===== config.mk =====
export PLATFORM = sky130hd
export DESIGN_NAME = uart_8n1_rx
export DESIGN_NICKNAME = d
export VERILOG_FILES = /design/src/rtl/uart_8n1_rx.sv
export SDC_FILE = /design/constraint.sdc
export NUM_CORES = 1
export LEC_CHECK = 0
export CAP_MARGIN = 40
export CORE_ASPECT_RATIO = 1.2
export CORE_MARGIN = 1.5
export CORE_UTILIZATION = 45
export DETAILED_ROUTE_END_ITERATION = 10
export PLACE_DENSITY = 0.74
export SYNTH_ARGS = -nofsm -noshare
export SYNTH_HDL_FRONTEND = slang
export SYNTH_SLANG_ARGS = --single-unit

===== constraint.sdc =====
create_clock -name clk -period 8.1 [get_ports clk]
set_input_delay 2.025 -clock clk [delete_from_list [all_inputs] [get_ports clk]]
set_output_delay 2.025 -clock clk [all_outputs]
set_load 0.005 [all_outputs]

===== src/rtl/uart_8n1_rx.sv =====
// 8N1 UART receiver: 16x oversampling, majority vote per bit,
// one-entry holding register with framing-error and overrun status.
module uart_8n1_rx #(
    parameter int DIV_WIDTH = 16
) (
    input  logic                 clk,
    input  logic                 reset,
    input  logic [DIV_WIDTH-1:0] divisor,
    input  logic                 rx,
    output logic [7:0]           rx_data,
    output logic                 rx_full,
    output logic                 rx_empty,
    output logic                 rx_error,
    output logic                 rx_overrun,
    input  logic                 rx_read
);

    typedef enum logic [1:0] {
        IDLE,
        START,
        DATA,
        STOP
    } state_t;

    state_t               state;
    state_t               state_nxt;
    logic                 rx_s1;
    logic                 rx_s2;
    logic                 rx_prev;
    logic [DIV_WIDTH-1:0] div_q;
    logic [DIV_WIDTH-1:0] tcnt;
    logic [3:0]           scnt;
    logic [2:0]           bit_idx;
    logic                 v7;
    logic                 v8;
    logic [7:0]           shreg;
    logic                 fall;
    logic                 tick;
    logic                 maj;
    logic                 go;
    logic                 shift;
    logic                 bit_end;
    logic                 done;
    logic                 accept;

    assign fall     = rx_prev & ~rx_s2;
    assign tick     = (state != IDLE) && (tcnt == div_q - DIV_WIDTH'(1));
    assign maj      = (v7 & v8) | (v7 & rx_s2) | (v8 & rx_s2);
    assign rx_empty = ~rx_full;

    always_ff @(posedge clk or negedge reset) begin
        if (!reset) begin
            state <= IDLE;
        end else begin
            state <= state_nxt;
        end
    end

    always_comb begin
        state_nxt = state;
        unique case (state)
            IDLE: begin
                if (fall) state_nxt = START;
            end
            START: begin
                if (tick && scnt == 4'd9 && maj)
                    state_nxt = IDLE;
                else if (tick && scnt == 4'd15)
                    state_nxt = DATA;
            end
            DATA: begin
                if (tick && scnt == 4'd15 && bit_idx == 3'd7)
                    state_nxt = STOP;
            end
            STOP: begin
                if (tick && scnt == 4'd9) state_nxt = IDLE;
            end
        endcase
    end

    always_comb begin
        go      = (state == IDLE) && fall;
        shift   = (state == DATA) && tick && scnt == 4'd9;
        bit_end = (state == DATA) && tick && scnt == 4'd15;
        done    = (state == STOP) && tick && scnt == 4'd9;
        accept  = done && (!rx_full || rx_read);
    end

    // Synchroniser idles high so reset never looks like a start edge
    always_ff @(posedge clk or negedge reset) begin
        if (!reset) begin
            rx_s1   <= 1'b1;
            rx_s2   <= 1'b1;
            rx_prev <= 1'b1;
        end else begin
            rx_s1   <= rx;
            rx_s2   <= rx_s1;
            rx_prev <= rx_s2;
        end
    end

    always_ff @(posedge clk or negedge reset) begin
        if (!reset) begin
            div_q   <= DIV_WIDTH'(1);
            tcnt    <= '0;
            scnt    <= '0;
            bit_idx <= '0;
            v7      <= 1'b0;
            v8      <= 1'b0;
            shreg   <= '0;
        end else begin
            if (go) begin
                div_q   <= (divisor == '0) ? DIV_WIDTH'(1) : divisor;
                tcnt    <= '0;
                scnt    <= '0;
                bit_idx <= '0;
            end else if (state != IDLE) begin
                if (tick) begin
                    tcnt <= '0;
                    scnt <= scnt + 4'd1;
                    if (scnt == 4'd7) v7 <= rx_s2;
                    if (scnt == 4'd8) v8 <= rx_s2;
                end else begin
                    tcnt <= tcnt + DIV_WIDTH'(1);
                end
            end
            if (shift) shreg <= {maj, shreg[7:1]};
            if (bit_end) bit_idx <= bit_idx + 3'd1;
        end
    end

    // A read in the completion cycle frees the slot for the new byte
    always_ff @(posedge clk or negedge reset) begin
        if (!reset) begin
            rx_data    <= '0;
            rx_full    <= 1'b0;
            rx_error   <= 1'b0;
            rx_overrun <= 1'b0;
        end else if (accept) begin
            rx_data    <= shreg;
            rx_error   <= ~maj;
            rx_full    <= 1'b1;
            rx_overrun <= 1'b0;
        end else if (done) begin
            rx_overrun <= 1'b1;
        end else if (rx_read && rx_full) begin
            rx_full    <= 1'b0;
            rx_error   <= 1'b0;
            rx_overrun <= 1'b0;
        end
    end

endmodule


==> impl_metrics.yaml <==
routing:
  drtAntennaViolNets: 0
  via_per_inst: 5.58
  drt_iter0_drc: 79
  drt_wl_total_um: 6680
  vias: 2456
  wire_per_inst_um: 15.2
  post-route-drc-count: 0
  drtPass1Iterations: 4
hold_path:
  hold_path_class: "reg -> reg"
  worstHoldPathCells: 0
  hold_path_startpoint: "rx_s1$_DFF_PN1_"
  worstHoldEndpoint: "rx_s2$_DFF_PN1_"
timing:
  tightest_slew_ns: 0.798
  slew_violations: 0
  fin_crit_ns: 3.86
  maxSlewHeadroom_pct: 46.8
  hold_viol: 0
  setup_violations: 0
  whs_ns: 0.362
  fmax_ghz: 0.259
  tns_ns: 0
  rsz0062_at_grt: "no"
  finalClockSkew_ns: 0.00839
  period_share_pct: 47.7
finish:
  final_core_util_pct: 54.8
  areaGrowthSynthToFinish_pct: 16.3
  drive_gt1_share_pct: 18.3
  final_common_cell: "dfrtp_1"
  final_nets: 372
  diodes: 0
  final_cell_mix: "dfrtp_1 (61), mux2_2 (33), clkdlybuf4s50_1 (30)"
  fillers: 641
global_route:
  first_global_vias: 2491
  grt_pass1_wl_um: 11700
  gr-total-overflow: 0
  grt_use_total_pct: 17.7
  grt_max_degree: 66
  grt_antenna_before_repair: 0
clock_tree:
  clock_latency_ns: 0.34
  cts.repair.resized: 0
  clock-sinks: 65
  cts_max_level: 3
  cts-root-buf: "clkbuf_8"
  post_cts_buffers: 0
  cts_buffers: 9
  clk_pin_slew_ns: 0.07
  ctsHoldBuffers: 0
  tritoncts: "done"
  cts_buffer_depth: 2
worst_setup_path:
  reg2regPathDepth: 8
  r2r_slack_ns: 4.24
  crit_slowest_cell: "or4_1"
  worstSetupEndpointType: "flop"
  r2r_start: "div_q[3]$_DFFE_PN0P_"
  path_delay_family: "simple AND/OR/NAND/NOR gates"
  crit_path_start_kind: "flop"
  slowest_delay_ns: 0.73
  worstPathBufferInverterCount: 0
  critPathArrivalTime_ns: 4.09
  crit_path_max_fanout: 18
  worstSetupPathType: "reg -> reg"
  timing.rr.end: "rx_data[0]$_DFFE_PN0P_"
  required_ns: 8.33
  cp_cell_sequence: "or4_1 > nor4_1 > o21ai_0 > o211ai_1 > nor2_1 > nor3b_4 > and4b_1 > mux2_2"
logic_synthesis:
  synth.cell_area_um2: 3470
  synth_area_leader_cell: "dfrtp_1"
  synth_nets: 343
  ys_top_cells_by_area: "dfrtp_1 (44%), mux2_2 (11%), xor2_1 (4.5%), xnor2_1 (4.3%), nor2_1 (3.1%)"
  postSynthAreaPerCell_um2: 11.0
  synth_cell_types: 53
  synth.top_cell.area_share_pct: 44.0
  postSynthCellCount: 316
  synth_flop_cell: "dfrtp_1"
  async_flop_share_pct: 100
  synth_seq_cells: 65
  synth_edf_count: 0
  yosysSeqAreaShare_pct: 47.0
  ys_warn_count: 0
place:
  gp_congestion: 0.861
  dp_hpwl_um: 4890
  io_buffers: 31
floorplanning:
  initial_core_util_pct: 47.2
  dieHeight_um: 99.2
  rows: 34
  ios: 32
  die_area_um2: 8250
  die-width_um: 83.2
  core_area_um2: 7360
run:
  cap_violations: 0
outcome:
  status: "complete, no violations"
pwr:
  peakVddDrop_v: 0.000143
  p_per_area_nw_per_um2: 257
  leakagePower_nw: 1.74
## worst register-to-register path: stages, from the launching register on
cell	delay, ns
dfrtp_1	0.46
or4_1	0.73
nor4_1	0.60
o21ai_0	0.18
o211ai_1	0.12
nor2_1	0.12
nor3b_4	0.64
and4b_1	0.53
mux2_2	0.38
## report_power, final
group	internal, W	switching, W	leakage (nW)
Sequential	0.000384	0.0000898	0.844
Combinational	0.000137	0.000130	0.791
Clock	0.000172	0.000124	0.106
Total	0.000693	0.000345	1.74
## area by class of cell
class | instances | area [um2] | share of cell area, %
multi-input combinational | 230 | 1740 | 43.1
clock inverter | 6 | 82.6 | 2.05
clock buffer | 10 | 128 | 3.16
inverter | 6 | 22.5 | 0.558
sequential | 65 | 1630 | 40.4
tap | 90 | 113 | 2.79
timing repair buffer | 33 | 320 | 7.94
## sequential cells by signal, summed over array words and instances (netlist names), 3 cells and up, named ones only
signal   flops
shreg        8
rx_data      8
scnt         4
bit_idx      3
tcnt        16
div_q       16
## cell usage after synthesis, types with 3 or more instances
library cell and number:
and3_1 6, ha_1 7, nand2b_1 5, o21ai_0 9, o211ai_1 3, xor2_1 18, nor4_1 8, and4b_1 3
nand4b_1 3, nor2b_1 6, nand4_1 8, o31ai_1 3, a211oi_1 3, nor3_1 8, mux2_2 33, buf_2 3
inv_1 6, and2_1 3, buf_6 3, dfrtp_1 61, or4_1 5, xnor2_1 17, nand3_1 8, nand2_1 11
dfstp_2 4, nor2_1 29, clkbuf_1 8, or2_2 3
## routing by layer
metal | up-vias | global-route usage [%] | part of all wire, %
met5 | - | 0 | 0
met4 | 0 | 6.54 | 1.4
met3 | 9 | 4.98 | 3.7
met2 | 52 | 29.8 | 49
met1 | 1197 | 21.7 | 45
li1 | 1198 | - | -
## kinds of logic after synthesis
| kind of cell | after synthesis | share of synthesized area [%] |
|---|---|---|
| mux | 36 | 11.6 |
| buf+inv | 21 | 3.03 |
| flops | 65 | 47.0 |
| simple gates | 116 | 19.5 |
| compound gates | 35 | 7.17 |
| fa+ha+maj | 8 | 2.81 |
| xor+xnor | 35 | 8.83 |
## per-stage QoR
step           worst slack, ns  power [W]  instance area (um2)  cells
6_report                  4.24    0.00104                 4040    440
5_1_grt                   4.09    0.00110                 4040    440
4_1_cts                   4.27    0.00104                 4040    440
3_5_place_dp              4.27   0.000745                 3830    424
3_3_place_gp              4.43   0.000736                 3830    424
2_1_floorplan             5.03   0.000671                 3470    316
## worst max-delay path by stage
stage	start	to	cells past startpoint
floorplan	div_q[3]$_DFFE_PN0P_	rx_data[0]$_DFFE_PN0P_	11
global placement	div_q[3]$_DFFE_PN0P_	rx_data[2]$_DFFE_PN0P_	8
detailed placement	div_q[3]$_DFFE_PN0P_	rx_data[0]$_DFFE_PN0P_	8
CTS	div_q[3]$_DFFE_PN0P_	rx_data[0]$_DFFE_PN0P_	8
global route	div_q[3]$_DFFE_PN0P_	rx_data[5]$_DFFE_PN0P_	8
finish	div_q[3]$_DFFE_PN0P_	rx_data[0]$_DFFE_PN0P_	8
(Power assumes the default switching activity.)
